`src/rtl/datapath_exec.sv`:
```
// Two-stage execute unit: operand capture with forwarding, then ALU execute and write-back
// into a 16-entry register file with {C, L, F, Z, N} status flags.
module datapath_exec #(
    parameter int WIDTH = 16,
    parameter int NREGS = 16
) (
    input  logic             clk,
    input  logic             reset,
    input  logic             reset_out,
    input  logic [WIDTH-1:0] immediate,
    input  logic [4:0]       regEnables,
    input  logic [4:0]       buffAEnables,
    input  logic [4:0]       buffBEnables,
    input  logic             Cin,
    input  logic             regOrImmed,
    input  logic [3:0]       op,
    input  logic [3:0]       exop,
    output logic [WIDTH-1:0] result,
    output logic             result_valid,
    output logic [4:0]       flags,
    input  logic [3:0]       dbg_addr,
    output logic [WIDTH-1:0] dbg_data
);

    typedef enum logic [3:0] {
        ALU_NOP, ALU_ADD, ALU_ADDU, ALU_ADDC, ALU_SUB, ALU_CMP,
        ALU_AND, ALU_OR, ALU_XOR, ALU_MOV, ALU_LSH
    } alu_op_e;

    localparam int FC = 4, FL = 3, FF = 2, FZ = 1, FN = 0;

    logic [WIDTH-1:0] rf_q [NREGS];
    logic [WIDTH-1:0] rf_d [NREGS];

    alu_op_e          ex_op_q, ex_op_d;
    logic [3:0]       ex_dst_q, ex_dst_d;
    logic             ex_we_q, ex_we_d;
    logic [WIDTH-1:0] ex_a_q, ex_a_d;
    logic [WIDTH-1:0] ex_b_q, ex_b_d;
    logic             ex_cin_q, ex_cin_d;

    logic [WIDTH-1:0] result_q, result_d;
    logic             result_valid_q, result_valid_d;
    logic [4:0]       flags_q, flags_d;

    alu_op_e          dec_op;
    logic [WIDTH-1:0] a_rd, b_rd, a_op, b_op;

    logic             add_cin;
    logic [WIDTH:0]   sum, diff;
    logic [WIDTH-1:0] ex_res;
    logic [4:0]       ex_flags;
    logic             ex_vld, ex_wr;

    always_comb begin
        dec_op = ALU_NOP;
        if (op == 4'b0000) begin
            case (exop)
                4'b0101: dec_op = ALU_ADD;
                4'b0110: dec_op = ALU_ADDU;
                4'b0111: dec_op = ALU_ADDC;
                4'b1001: dec_op = ALU_SUB;
                4'b1011: dec_op = ALU_CMP;
                4'b0001: dec_op = ALU_AND;
                4'b0010: dec_op = ALU_OR;
                4'b0011: dec_op = ALU_XOR;
                4'b1101: dec_op = ALU_MOV;
                default: dec_op = ALU_NOP;
            endcase
        end else if (op == 4'b1000) begin
            dec_op = ALU_LSH;
        end
    end

    // The instruction in EX writes back on the same edge that captures the next one,
    // so a matching read must take the EX result rather than the stale register.
    always_comb begin
        a_rd = rf_q[buffAEnables[3:0]];
        b_rd = rf_q[buffBEnables[3:0]];
        if (ex_wr && ex_dst_q == buffAEnables[3:0]) a_rd = ex_res;
        if (ex_wr && ex_dst_q == buffBEnables[3:0]) b_rd = ex_res;
        a_op = buffAEnables[4] ? a_rd : '0;
        if (regOrImmed)
            b_op = immediate;
        else
            b_op = buffBEnables[4] ? b_rd : '0;
    end

    always_comb begin
        case (ex_op_q)
            ALU_ADD:  add_cin = ex_cin_q;
            ALU_ADDC: add_cin = flags_q[FC];
            default:  add_cin = 1'b0;
        endcase
        sum  = {1'b0, ex_a_q} + {1'b0, ex_b_q} + {{WIDTH{1'b0}}, add_cin};
        diff = {1'b0, ex_a_q} - {1'b0, ex_b_q} - {{WIDTH{1'b0}}, ex_cin_q};

        ex_res   = result_q;
        ex_flags = flags_q;
        ex_vld   = 1'b1;
        case (ex_op_q)
            ALU_ADD, ALU_ADDC: begin
                ex_res       = sum[WIDTH-1:0];
                ex_flags[FC] = sum[WIDTH];
                ex_flags[FF] = (ex_a_q[WIDTH-1] == ex_b_q[WIDTH-1]) &&
                               (sum[WIDTH-1] != ex_a_q[WIDTH-1]);
            end
            ALU_ADDU: ex_res = sum[WIDTH-1:0];
            ALU_SUB: begin
                ex_res       = diff[WIDTH-1:0];
                ex_flags[FC] = diff[WIDTH];
                ex_flags[FF] = (ex_a_q[WIDTH-1] != ex_b_q[WIDTH-1]) &&
                               (diff[WIDTH-1] != ex_a_q[WIDTH-1]);
            end
            ALU_CMP: begin
                ex_res       = ex_a_q - ex_b_q;
                ex_flags[FZ] = (ex_a_q == ex_b_q);
                ex_flags[FL] = (ex_a_q < ex_b_q);
                ex_flags[FN] = ($signed(ex_a_q) < $signed(ex_b_q));
            end
            ALU_AND: ex_res = ex_a_q & ex_b_q;
            ALU_OR:  ex_res = ex_a_q | ex_b_q;
            ALU_XOR: ex_res = ex_a_q ^ ex_b_q;
            ALU_MOV: ex_res = ex_b_q;
            ALU_LSH: ex_res = ex_b_q[4] ? (ex_a_q >> ex_b_q[3:0]) : (ex_a_q << ex_b_q[3:0]);
            default: ex_vld = 1'b0;
        endcase
        ex_wr = ex_vld && ex_we_q && (ex_op_q != ALU_CMP);
    end

    // Soft clear wins over both write-back and capture on the same edge.
    always_comb begin
        rf_d = rf_q;
        if (reset_out) begin
            for (int i = 0; i < NREGS; i++) rf_d[i] = '0;
        end else if (ex_wr) begin
            rf_d[ex_dst_q] = ex_res;
        end

        ex_op_d  = reset_out ? ALU_NOP : dec_op;
        ex_dst_d = regEnables[3:0];
        ex_we_d  = regEnables[4] && !reset_out;
        ex_a_d   = a_op;
        ex_b_d   = b_op;
        ex_cin_d = Cin;

        result_d       = reset_out ? '0 : (ex_vld ? ex_res : result_q);
        result_valid_d = !reset_out && ex_vld;
        flags_d        = reset_out ? 5'b0 : (ex_vld ? ex_flags : flags_q);
    end

    always_ff @(posedge clk or negedge reset) begin
        if (!reset) begin
            for (int i = 0; i < NREGS; i++) rf_q[i] <= '0;
            ex_op_q        <= ALU_NOP;
            ex_dst_q       <= '0;
            ex_we_q        <= 1'b0;
            ex_a_q         <= '0;
            ex_b_q         <= '0;
            ex_cin_q       <= 1'b0;
            result_q       <= '0;
            result_valid_q <= 1'b0;
            flags_q        <= '0;
        end else begin
            for (int i = 0; i < NREGS; i++) rf_q[i] <= rf_d[i];
            ex_op_q        <= ex_op_d;
            ex_dst_q       <= ex_dst_d;
            ex_we_q        <= ex_we_d;
            ex_a_q         <= ex_a_d;
            ex_b_q         <= ex_b_d;
            ex_cin_q       <= ex_cin_d;
            result_q       <= result_d;
            result_valid_q <= result_valid_d;
            flags_q        <= flags_d;
        end
    end

    assign result       = result_q;
    assign result_valid = result_valid_q;
    assign flags        = flags_q;
    assign dbg_data     = rf_q[dbg_addr];

endmodule

```
`config.mk`:
```
export PLATFORM = sky130hd
export DESIGN_NAME = datapath_exec
export DESIGN_NICKNAME = d
export VERILOG_FILES = /design/src/rtl/datapath_exec.sv
export SDC_FILE = /design/constraint.sdc
export NUM_CORES = 1
export LEC_CHECK = 0
export ABC_CLOCK_PERIOD_IN_PS = 6700
export CORE_MARGIN = 4
export CORE_UTILIZATION = 40
export CTS_CLUSTER_DIAMETER = 80
export DETAILED_ROUTE_END_ITERATION = 10
export DONT_BUFFER_PORTS = 1
export HOLD_SLACK_MARGIN = 0.02
export PLACE_DENSITY_LB_ADDON = 0.3
export SETUP_SLACK_MARGIN = 0.5
export SYNTH_ARGS = -nofsm -noshare
export SYNTH_HDL_FRONTEND = slang
export SYNTH_SLANG_ARGS = --single-unit
export TNS_END_PERCENT = 20
```
`constraint.sdc`:
```
create_clock -name clk -period 6.7 [get_ports clk]
set_input_delay 1.34 -clock clk [delete_from_list [all_inputs] [get_ports clk]]
set_output_delay 1.34 -clock clk [all_outputs]
set_load 0.02 [all_outputs]
```
==> Word-level counts from Yosys, hierarchy flattened <==
Memories as Yosys holds them, arrays and structs flattened.
Cells that the tools add are included.
{ "op_classes": {"add_sub_neg": 5, "order_cmp": 7, "eq_ne": 19, "shifts": 2, "muxes": 34, "bitwise": 7, "reduce_logical": 20} }
{ "ops": {"columns": ["cell", "n"], "rows": [
  ["$mux 256", 2],
  ["$bwmux 256", 1],
  ["$mux 16", 15],
  ["$bmux 16 s4", 3],
  ["$pmux 16 s8", 1],
  ["$demux 16 s4", 1],
  ["$lt 16x16->1", 2],
  ["$ge 5x5->1 const B", 4],
  ["$not 4->5", 4],
  ["$add 16x16->17", 1],
  ["$add 17x1->17", 1],
  ["$sub 16x16->17", 1],
  ["$sub 17x1->17", 1],
  ["$and 16x16->16", 1],
  ["$eq 16x16->1", 1],
  ["$eq 4x3->1 const B", 4],
  ["$eq 4x4->1 const B", 4],
  ["$or 16x16->16", 1],
  ["$shl 16x4->16", 1],
  ["$shr 16x4->16", 1],
  ["$sub 16x16->16", 1],
  ["$xor 16x16->16", 1],
  ["$mux 4", 3],
  ["$mux 5", 2],
  ["19 further kinds", 37]
]} }
{ "word_totals": {"reg_bits": 320, "rom_bits": 64, "elab_cells": 121, "n_memories": 1} }
{ "mem_list": {"columns": ["name", "depth", "width", "read_ports", "rd_clocked_by_memory_dff", "write_ports", "line_no", "text"], "rows": [
  ["(name not given)", 16, 4, 1, 0, 0, "58", "case (exop)"]
]} }

==> Logic depth before layout (Yosys ltp) <==
Gate-level depths: netlist (run 1).
{ "logic_depth": {"word_depth": 9, "mapped_depth": 18, "depth_no_buf": 13} }

==> Worst setup path before layout (run 1) <==
OpenSTA, ideal clock, no wires.
{ "synth_timing": {"path_kind": "input port to output port", "startpoint": "input dbg_addr[0]", "endpoint": "output dbg_data[0]", "arrival_time_ns": 3.359, "path_slack_ns": 2.001, "path_stages": 4, "n_path_buf": 2, "path_cell_list": "clkbuf_1 -> buf_1 -> mux4_2 -> mux4_2"} }
{ "synth_between": {"elab_chain_cells": 4} }
{ "synth_rtl": {"columns": ["element", "line_no", "text"], "rows": [
  ["start, declared", "21", "input logic [3:0] dbg_addr,"],
  ["$not 4->5 (implied by the code)", "181", "assign dbg_data = rf_q[dbg_addr];"],
  ["$bmux 16 s4", "181", null],
  ["$mux 16 (implied by the code) (2 in series)", "181", null],
  ["end, declared", "22", "output logic [WIDTH-1:0] dbg_data"]
]} }
No other way between the ends. The select of a mux whose other input is x is not followed.

==> Worst setup path in the final report (run 1) <==
{ "layout_timing": {"startpoint": "register ex_op_q[2]", "endpoint": "register rf_q[42] in the netlist's numbering"} }
{ "layout_between": {"elab_chain_cells": 7, "word_cells_on_any_way": 23} }
{ "layout_rtl": {"columns": ["element", "line_no", "text"], "rows": [
  ["start, declared", "35", "alu_op_e ex_op_q, ex_op_d;"],
  ["start signal, assigned", "166", "ex_op_q <= ex_op_d;"],
  ["$eq 4x2->1 or $eq 4x1->1 (tied branches)", "90, 101", null],
  ["$pmux 1 s2", "90", "case (ex_op_q)"],
  ["$add 17x1->17", "95", "sum = {1'b0, ex_a_q} + {1'b0, ex_b_q} + {{WIDTH{1'b0}}, add_cin};"],
  ["$pmux 16 s8", "101", "case (ex_op_q)"],
  ["$bwmux 256", "137", "rf_d[ex_dst_q] = ex_res;"],
  ["$mux 256", "136", "end else if (ex_wr) begin"],
  ["$mux 256", "134", "if (reset_out) begin"],
  ["end, declared", "32", "logic [WIDTH-1:0] rf_q [NREGS];"]
]} }
Several ways; a longest one is shown, not always the timed one. The select of a mux whose other input is x is not followed.
A chain may end at the register's enable or synchronous reset.

==> results of run 1 <==
## state kept, by name, indices dropped and copies added, names as in the netlist
| name | flops |
|---|---|
| rf_q | 256 |
| ex_a_q | 16 |
| ex_b_q | 16 |
| result | 16 |
| flags | 5 |
| ex_dst_q | 4 |
| ex_op_q | 4 |
| ex_cin_q | 1 |
| ex_we_q | 1 |
| result_valid | 1 |
## worst paths after layout
| kind | cells after the start | to |
|---|---|---|
| setup / recovery | 11 | rf_q[42] |
| hold / removal | 0 | rf_q[88] |
| setup reg to reg | 11 | rf_q[42] |
| hold reg to reg | 2 | rf_q[44] |
| max in group asynchronous | 0 | ex_b_q[0] |
| min in group clk | 2 | rf_q[44] |
## power groups by stage
stage / Combinational, mW / Clock (mW) / Sequential (mW)
2_1_floorplan: 0.410 / 0 / 2.00
3_3_place_gp: 0.412 / 0 / 2.01
3_5_place_dp: 0.415 / 0 / 2.01
4_1_cts: 0.417 / 2.23 / 1.98
5_1_grt: 0.454 / 2.30 / 1.98
6_report: 0.425 / 2.20 / 1.98
## synth_stat cells, types with 6 or more instances
| master | count | area [sq um] |
|---|---|---|
| dfrtp_1 | 320 | 8008 |
| o21ai_0 | 261 | 1306 |
| mux4_2 | 248 | 5585 |
| nand3b_1 | 199 | 1494 |
| nor2_1 | 175 | 656.9 |
| nand2_1 | 154 | 578.1 |
| clkbuf_1 | 125 | 469.2 |
| a21oi_1 | 84 | 420.4 |
| ha_1 | 82 | 1026 |
| inv_1 | 70 | 262.8 |
| a211oi_1 | 54 | 405.4 |
| buf_2 | 46 | 230.2 |
| nor3_1 | 46 | 230.2 |
| mux2i_1 | 37 | 370.4 |
| buf_1 | 26 | 97.59 |
| nand3_1 | 24 | 120.1 |
| nor2b_1 | 23 | 143.9 |
| o211ai_1 | 22 | 165.2 |
| xnor2_1 | 17 | 148.9 |
| a22oi_1 | 15 | 112.6 |
| nand2b_1 | 14 | 87.58 |
| a221oi_1 | 12 | 105.1 |
| a31oi_1 | 12 | 75.07 |
| or3_1 | 11 | 68.82 |
| o21a_1 | 10 | 75.07 |
| a21o_1 | 9 | 67.56 |
| and3_1 | 9 | 56.30 |
| xor2_1 | 9 | 78.83 |
| a311oi_1 | 8 | 70.07 |
| mux2_2 | 8 | 90.09 |
| nand4_1 | 8 | 50.05 |
| o21ai_2 | 8 | 70.07 |
| o31ai_1 | 8 | 60.06 |
| and2_1 | 7 | 43.79 |
| nor4_1 | 7 | 43.79 |
| o21ai_1 | 7 | 35.03 |
| a211o_1 | 6 | 52.55 |
| buf_6 | 6 | 67.56 |
| o2111ai_1 | 6 | 52.55 |
## area by class of cell
class | instances | area (sq um) | share of cell area [%]
antenna | 2 | 5.005 | 0.01948
sequential | 320 | 8009 | 31.17
clock inverter | 14 | 203.9 | 0.7937
multi-input combinational | 1698 | 14980 | 58.28
inverter | 74 | 277.8 | 1.081
timing repair buffer | 17 | 127.6 | 0.4966
tap | 773 | 967.2 | 3.764
clock buffer | 56 | 1130 | 4.397
## metrics by stage
stage,setup slack (ns),instances,power (mW)
final,1.823,2954,4.608
after global routing,1.523,2952,4.738
after CTS,1.898,2952,4.625
after detailed placement,1.895,2882,2.428
after global placement,2.007,2882,2.425
after floorplan,2.001,2300,2.407
## worst reg2reg max path: stages, from the launching register on
cell and delay [ns]:
dfrtp_1 0.79, nor2_1 0.38, nand3_1 0.15, fa_1 0.41, fa_1 0.43, and2b_1 0.24
o2111ai_1 0.21, a31oi_1 0.45, o21ai_0 0.14, a221o_1 0.42, nor4_4 0.88, o21ai_0 0.25
## cell usage in the layout, fill, tap and decap left out, types with 24 or more instances in the layout
cell type	n
a211oi_1	54
a21oi_1	84
clkbuf_16	39
dfrtp_1	319
ha_1	82
inv_1	70
mux2i_1	37
mux4_2	248
nand2_1	154
nand3_1	24
nand3b_1	199
nor2_1	175
nor3_1	46
o21ai_0	261
## kinds of logic after synthesis
kind of cell	synth area share (%)
AO/OA/AOI/OAI	15.45
AND/OR/NAND/NOR	15.88
XOR/XNOR	0.9429
buffers and inverters	4.875
multiplexers	25.03
adder cells (fa/ha/maj)	4.662
flip-flops	33.16
## per-layer routing
metal / vias up / part of all wire (%)
met3: 301 / 8.8
met5: - / 0.031
li1: 8432 / -
met2: 1054 / 48
met4: 4 / 5.7
met1: 10210 / 38
==> impl_results.md, run 1 <==
* Status: complete, no violations
* Async SR Flop Fraction at 100.0%
* P_leak at 9.918 nW
* Startpoint types: register
* Ports at 86
* Sequential Power Share at 42.9%
* Proportion of layout cells with a drive suffix above 1 at about 18%
* Pint at between 3 and 4 mW
* Slew Limit Headroom at between 10% and 20%
* GRT overflow at 0
* Global-route wire length before repair at 133800 um
* Die H at between 200 and 300 um
* Launch point of the critical path: ex_op_q[2]
* Detailed-route DRC error count at 0
* GRT Util Overall at 27.68%
* Hold Slack at 0.4601 ns
* Hold_buf cts at 0
* Wirelength, routed at about 90000 um
* Post-synthesis sequential area ratio at between 30% and 40%
* Largest net degree at the start of global routing at roughly 320
* IO Port Bufs at 0
* Pwr/cell area at ~180 nW/um^2
* # fillers at 5582
* Peak supply drop at 0.1621 mV
* Placed cell area at 24350 sq um
* Row cnt at 89
* Final setup viols at 0
* Critical path type: reg -> reg
* Drt initial violations at between 2000 and 2500
* Clock root buffer: clkbuf_16
* Met3 Use GR at 6.663%
* Clock latency on the worst-skew pair at between 0.5 and 0.6 ns
* CTS H-tree lvls at 2
* FF-to-FF Start: ex_op_q[2]
* Core Area at ~59000 sq um
* Min cycle time layout at 4.877 ns
* Predominant post-synthesis flop cell: dfrtp_1
* Capturing element type of the critical path: register
* Final clock skew at 0.02867 ns
* Die X at ~250 um
* Clock Pin Slew Worst Setup and Hold Paths at 0.06 ns
* Sw Share at a little over a quarter
* Die area at 64370 sq um
* Switching Power at 1.201 mW
* Layout Utilization at between 40 and 50%
* CTS resizes at 0
* Fmax at 0.2050 GHz
* Final ANT Viol Nets at 0
* Total clock sinks at 320
* R2R setup slack at 1.82 ns
* Avg WL per Cell at 30.42 um
* Detailed Routing Iterations Pass 1 at 5
* Final hold violations at 0
* Initial antenna violation count at 3
* Yosys reg bits at 320
* Finished layout cell area at 25700 sq um
* Yosys cell types at 86
* CP Max Fanout at 30
* Period utilization at 72.79%
* Layout area overhead at 6.398%
* Crit-path cells: nor2_1, nand3_1, fa_1, fa_1, and2b_1, o2111ai_1, a31oi_1, o21ai_0, a221o_1, nor4_4, o21ai_0
* Final Max Slew Viols at 0
* Top Usage Layer GRT: met2
* Gpl congestion at 1.012
* Crit path DAT at 5.30 ns
* Starting density of the core at 40.69%
* Vias at 20000
* CTS Buf Count at 39
* Syn nets at 2435
* CTS tree: yes
* Bufs and invs on worst path at 0
* Max incr delay on CP at 0.88 ns
* Gate power share at a little under a tenth
* GR Util met1 at roughly a third
* Max Root-Sink Buffers at 3
* Worst slew pin tran at 1.258 ns
* Max-cap viol count at 0
* Setup tns final at 0 ns
* GR Util met2 at 44.93%
* RSZ-0062 raised after global routing: no
* Worst path slowest cell: nor4_4
* Cells after synthesis at 2300
* Synth Warn # at 0
* Synthesized cell area at 24150 sq um
* Total setup buffers inserted after CTS at 0
* Nets at 2285
* CP delay by family, top: simple AND/OR/NAND/NOR gates
* Avg Inst Size Synth at 10.50 sq um
* Via-to-Cell Ratio at just under 7
* DP HPWL at just under 60000 um
* Hold Crit Class: in -> async
* Part of the power in the clock network at 47.8%
* Number of enable flip-flop cells after synthesis at 0
* Worst Path Required at 7.12 ns
* Vias in the first global route at 20070
Power figures use the tool's default switching activity.
==> run 2: changes to the inputs <==
- ABC_CLOCK_PERIOD_IN_PS: 6700 -> 4200
- clock period: 6.7 -> 4.2 ns (I/O delays scaled with it)
==> impl_results.md, run 2 (synthesis results as in run 1) <==
* Reg-to-reg endpoint: rf_q[28]
* Final hold violations at 6 (+6)
* Startpoint types: register
* Max Root-Sink Buffers at 3 (unchanged)
* Die H at 253.7 um (unchanged)
* Layout area overhead at 8.579%
* Global-route wire length before repair at 136100 um (+1.7%)
* Slew Limit Headroom at 1.799% (-14 points)
* Commonest cells after routing, fill and taps aside: dfrtp_1, o21ai_0, mux4_2
* Avg WL per Cell at 30.48 um (+0.20%)
* Switching Power at 1.877 mW (+56%)
* Final setup viols at 0 (unchanged)
* Area of the multi-input gates at 15050 sq um (+0.48%)
* Clock root buffer: clkbuf_16
* Status: finished, violations left
* Capturing element type of the critical path: register
* Vias at 20110 (+0.59%)
* FF-to-FF path depth at 11 (unchanged)
* Max-cap viol count at 0 (unchanged)
* Drt initial violations at 2237 (-5.5%)
* Final clock skew at 0.01584 ns (-0.01282 ns)
* Hold Slack at -0.02798 ns (-0.4881 ns)
* Largest net degree at the start of global routing at 321 (unchanged)
* P_leak at 10.22 nW (+3.0%)
* Core Area at 59350 sq um (unchanged)
* Reg area at 8018 sq um (+0.11%)
* Largest register by flop count: rf_q
* Pwr/cell area at 278.8 nW/um^2 (+55%)
* Die X at 253.7 um (unchanged)
* Failing checks: negative hold slack
* RSZ-0062 raised after global routing: yes
* Worst slew pin tran at 1.473 ns (+0.2155 ns)
* Detailed-route DRC error count at 0 (unchanged)
* Setup tns final at 0 ns (unchanged)
* Sequential Power Share at 43.2% (+0.3 points)
* Critical path type: reg -> reg
* Vias in the first global route at 20100 (+0.11%)
* Part of the power in the clock network at 46.8% (-1.0 points)
* CP Max Fanout at 19 (-37%)
* Starting density of the core at 40.69% (unchanged)
* Nets at 2348 (+2.8%)
* CTS tree: yes
* CTS Buf Count at 39 (unchanged)
* Clock Pin Slew Worst Setup and Hold Paths at 0.06 ns (about the same)
* Hold Crit Class: in -> async
* Pint at 5.434 mW (+59%)
* CTS H-tree lvls at 2 (unchanged)
* Min cycle time layout at 3.677 ns (-1.200 ns)
* Gate power share at 10.1% (+0.9 points)
* GRT Util Overall at 28.22% (+0.54 points)
* Die area at 64370 sq um (unchanged)
* Peak supply drop at 0.2956 mV (+82%)
* Commonest non-fill, non-tap cell in the layout: dfrtp_1
* IO Port Bufs at 0 (unchanged)
* Detailed Routing Iterations Pass 1 at 5 (unchanged)
* FF-to-FF Start: ex_a_q[12]
* Largest register FFs at 256 (unchanged)
* Via-to-Cell Ratio at 6.671 (-1.4%)
* Layout Utilization at 44.18% (+0.89 points)
* Final ANT Viol Nets at 0 (unchanged)
* Final Max Slew Viols at 0 (unchanged)
* Initial antenna violation count at 4 (+1)
* Crit path DAT at 4.09 ns (-1.21 ns)
* Total clock sinks at 320 (unchanged)
* Period utilization at 87.54% (+15 points)
* DP HPWL at 62000 um (+5.8%)
* Wirelength, routed at 91900 um (+2.3%)
* Row cnt at 89 (unchanged)
* Worst Path Required at 4.61 ns (-2.51 ns)
* R2R setup slack at 0.52 ns (-1.30 ns)
* Fmax at 0.2720 GHz (+33%)
* GRT overflow at 0 (unchanged)
* Proportion of layout cells with a drive suffix above 1 at 20.79% (+3.2 points)
* Clock latency on the worst-skew pair at 0.57 ns (-0.02 ns)
* Sw Share at 25.67% (-0.39 points)
* # fillers at 5569 (-0.23%)
* Ports at 86 (unchanged)
* Gpl congestion at 0.9834 (-2.8%)
-- run 2: cell type report --
| class | instances | area share, % |
|---|---|---|
| Clock inverter | 14 | 0.6632 |
| Multi-Input combinational cell | 1698 | 57.39 |
| Antenna cell | 1 | 0.009542 |
| Clock buffer | 55 | 4.141 |
| Tap cell | 773 | 3.688 |
| Timing Repair Buffer | 80 | 2.476 |
| Inverter | 74 | 1.059 |
| Sequential cell | 320 | 30.57 |
-- run 2: what timing repair did --
item | in CTS | in global routing
setup endpoints to repair | 117 | 172
endpoints found under the hold margin | 320 | 139
resized for setup | 8 | 23
pin swaps | 1 | 2
setup buffers | 2 | 2
-- run 2: how the worst max path moves through the flow --
stage	from	endpoint	slack, ns	cells after the start
6_report	ex_a_q[12]	rf_q[28]	0.52	11
2_1_floorplan	ex_op_q[0]	rf_q[154]	0.50	15
4_1_cts	ex_b_q[0]	rf_q[93]	0.46	14
5_1_grt	ex_a_q[0]	result[10]	0.44	12
3_3_place_gp	ex_a_q[10]	rf_q[107]	0.33	13
3_5_place_dp	ex_a_q[12]	rf_q[15]	0.35	12
-- run 2: stage by stage --
| stage | std cells | worst slack (ns) | power [mW] | instance area, sq um |
|---|---|---|---|---|
| final | 3015 | 0.5234 | 7.311 | 26220 |
| after global routing | 3014 | 0.4395 | 7.533 | 26220 |
| after CTS | 3012 | 0.4551 | 7.343 | 26130 |
| after detailed placement | 2941 | 0.3540 | 3.920 | 24820 |
| after global placement | 2941 | 0.3342 | 3.921 | 24820 |
| after floorplan | 2300 | 0.5000 | 3.840 | 24160 |
-- run 2: power groups by stage --
stage	combinational [mW]	sequential [mW]	clock, mW
4_1_cts	0.718	3.15	3.47
5_1_grt	0.783	3.16	3.59
2_1_floorplan	0.654	3.19	0
3_3_place_gp	0.711	3.21	0
3_5_place_dp	0.710	3.21	0
6_report	0.738	3.16	3.42
-- run 2: layer usage --
layer  vias to the layer above  global-route usage, %  wire (um)
li1                       8566                      -          -
met2                       953                  47.28      45080
met3                       243                  6.038       7242
met1                     10350                  35.77      35250
met4                         6                  11.77       4294
met5                         -                      0         32
-- run 2: critical path, stage by stage (launching register included) --
cell,delay [ns]
dfrtp_2,0.49
inv_1,0.20
ha_1,0.40
buf_4,0.21
mux2_2,0.27
a221oi_1,0.46
o21ai_0,0.16
nor3_1,0.42
o21ai_0,0.21
a211oi_2,0.33
buf_6,0.24
o21ai_0,0.12
==> run 3: changes to the inputs <==
- CTS_CLUSTER_SIZE: default -> 8
==> impl_results.md, run 3 (synthesis results as in run 1) <==
* Switching Power at 1.894 mW (+0.94%)
* Largest register by flop count: rf_q
* Setup tns final at 0 ns (unchanged)
* Sw Share at 25.63% (-0.038 points)
* R2R setup slack at 0.55 ns (+0.03 ns)
* DP HPWL at 62000 um (unchanged)
* Largest net degree at the start of global routing at 321 (unchanged)
* Sequential Power Share at 42.8% (-0.4 points)
* Ports at 86 (unchanged)
* Period utilization at 86.86% (-0.67 points)
* CTS Buf Count at 46 (+18%)
* Die H at 253.7 um (unchanged)
* Pwr/cell area at 281.6 nW/um^2 (+1.0%)
* Final clock skew at 0.02666 ns (+0.01082 ns)
* Non-Filler Instances at 2997 (-0.60%)
* Core Area at 59350 sq um (unchanged)
* Clock root buffer: clkbuf_16
* Final WS setup at 0.5517 ns (+0.02830 ns)
* Pre-CTS setup slack at 0.3540 ns (unchanged)
* IO Port Bufs at 0 (unchanged)
* Total clock sinks at 320 (unchanged)
* Proportion of layout cells with a drive suffix above 1 at 20.59% (-0.20 points)
* Finished layout cell area at 26250 sq um (about the same)
* Worst Path Required at 4.64 ns (+0.03 ns)
* Starting density of the core at 40.69% (unchanged)
* Antenna fix cells at 0 (-1)
* Peak supply drop at 0.3282 mV (+11%)
* # fillers at 5558 (-0.20%)
* Capturing element type of the critical path: register
* Layout Utilization at 44.22% (about the same)
* Clock Pin Slew Worst Setup and Hold Paths at 0.05 ns (about the same)
* Reg area at 8018 sq um (unchanged)
* Startpoint types: register
* Avg WL per Cell at 30.82 um (+1.1%)
* Hold Crit Class: in -> async
* Final setup viols at 0 (unchanged)
* RSZ-0062 raised after global routing: yes
* Commonest cells after routing, fill and taps aside: dfrtp_1, o21ai_0, mux4_2
* Gpl congestion at 0.9834 (unchanged)
* Layout area overhead at 8.667% (about the same)
* Detailed Routing Iterations Pass 1 at 5 (unchanged)
* Failing checks: negative hold slack, max-slew violations
* Pint at 5.496 mW (+1.1%)
* Placed cell area at 24820 sq um (unchanged)
* Gate power share at 10.0% (about the same)
* Hold Slack at -0.05936 ns (-0.03138 ns)
* Max-cap viol count at 0 (unchanged)
* GRT Util Overall at 28.33% (+0.10 points)
* Clock latency on the worst-skew pair at 0.60 ns (+0.03 ns)
* Status: finished, violations left
* Initial antenna violation count at 3 (-1)
* Critical path type: reg -> reg
* Nets at 2354 (+0.26%)
* Final hold violations at 14 (+8)
* Min cycle time layout at 3.648 ns (-0.02830 ns)
* Global-route wire length before repair at 136600 um (+0.37%)
* Die X at 253.7 um (unchanged)
* Drt initial violations at 2388 (+6.8%)
* Die area at 64370 sq um (unchanged)
* Largest register FFs at 256 (unchanged)
* CP Max Fanout at 19 (unchanged)
* Wirelength, routed at 92350 um (+0.50%)
* Vias at 20160 (+0.22%)
* Placed Cells at 2941 (unchanged)
* Commonest non-fill, non-tap cell in the layout: dfrtp_1
* Final ANT Viol Nets at 0 (unchanged)
* Fmax at 0.2741 GHz (+0.78%)
* Total power at 7.391 mW (+1.1%)
* Vias in the first global route at 20140 (+0.19%)
* Part of the power in the clock network at 47.3% (+0.5 points)
* Via-to-Cell Ratio at 6.726 (+0.83%)
* P_leak at 10.22 nW (about the same)
* CTS H-tree lvls at 2 (unchanged)
* Row cnt at 89 (unchanged)
* Worst slew pin tran at 1.623 ns (+0.1499 ns)
* Detailed-route DRC error count at 0 (unchanged)
* Area of the multi-input gates at 15070 sq um (+0.12%)
* Max Root-Sink Buffers at 3 (unchanged)
* CTS tree: yes
* Crit path DAT at 4.09 ns (about the same)
* Slew Limit Headroom at -8.192% (-10 points)
* GRT overflow at 0 (unchanged)
* Final Max Slew Viols at 99 (+99)
-- run 3: layout make-up --
cell class                 count  share of cell area (%)
sequential                   320                   30.55
tap                          773                   3.685
clock buffer                  50                   4.562
multi-input combinational   1698                   57.41
timing repair buffer          79                   2.431
inverter                      74                   1.058
clock inverter                 3                  0.3051
-- run 3: final timing paths --
kind,startpoint,endpoint,depth (start not counted)
max in group asynchronous,reset,ex_a_q[10],0
max,ex_b_q[0],rf_q[54],11
max reg2reg,ex_b_q[0],rf_q[54],11
min in group clk,Cin,ex_cin_q,0
min,reset,rf_q[27],0
min reg2reg,rf_q[236],rf_q[236],2
-- run 3: power groups by stage --
| stage | Clock [mW] | Combinational, mW | Sequential [mW] |
|---|---|---|---|
| floorplan | 0 | 0.654 | 3.19 |
| global route | 3.66 | 0.783 | 3.16 |
| CTS | 3.55 | 0.717 | 3.16 |
| finish | 3.49 | 0.738 | 3.16 |
| detailed placement | 0 | 0.710 | 3.21 |
| global placement | 0 | 0.711 | 3.21 |
-- run 3: metal layers --
layer,GRT usage [%],vias up,share of wire [%]
met5,0,-,0.030
met4,11.77,6,5.1
met3,6.407,270,8.6
met2,47.77,1068,49
met1,35.42,10270,37
li1,-,8548,-
-- run 3: what timing repair did --
action                     CTS  global route
setup buffers                2             1
setup endpoints to repair  109           160
hold endpoints to repair   320           182
pin swaps                    1             2
resized for setup            5            25
-- run 3: worst max-delay path: stages (launching register included) --
cell	delay, ns
dfrtp_2	0.37
inv_1	0.11
fa_1	0.45
fa_1	0.43
o21a_1	0.24
o22ai_2	0.25
buf_4	0.19
xor2_1	0.35
o32ai_1	0.22
a2111oi_4	0.41
buf_4	0.32
o21ai_0	0.14
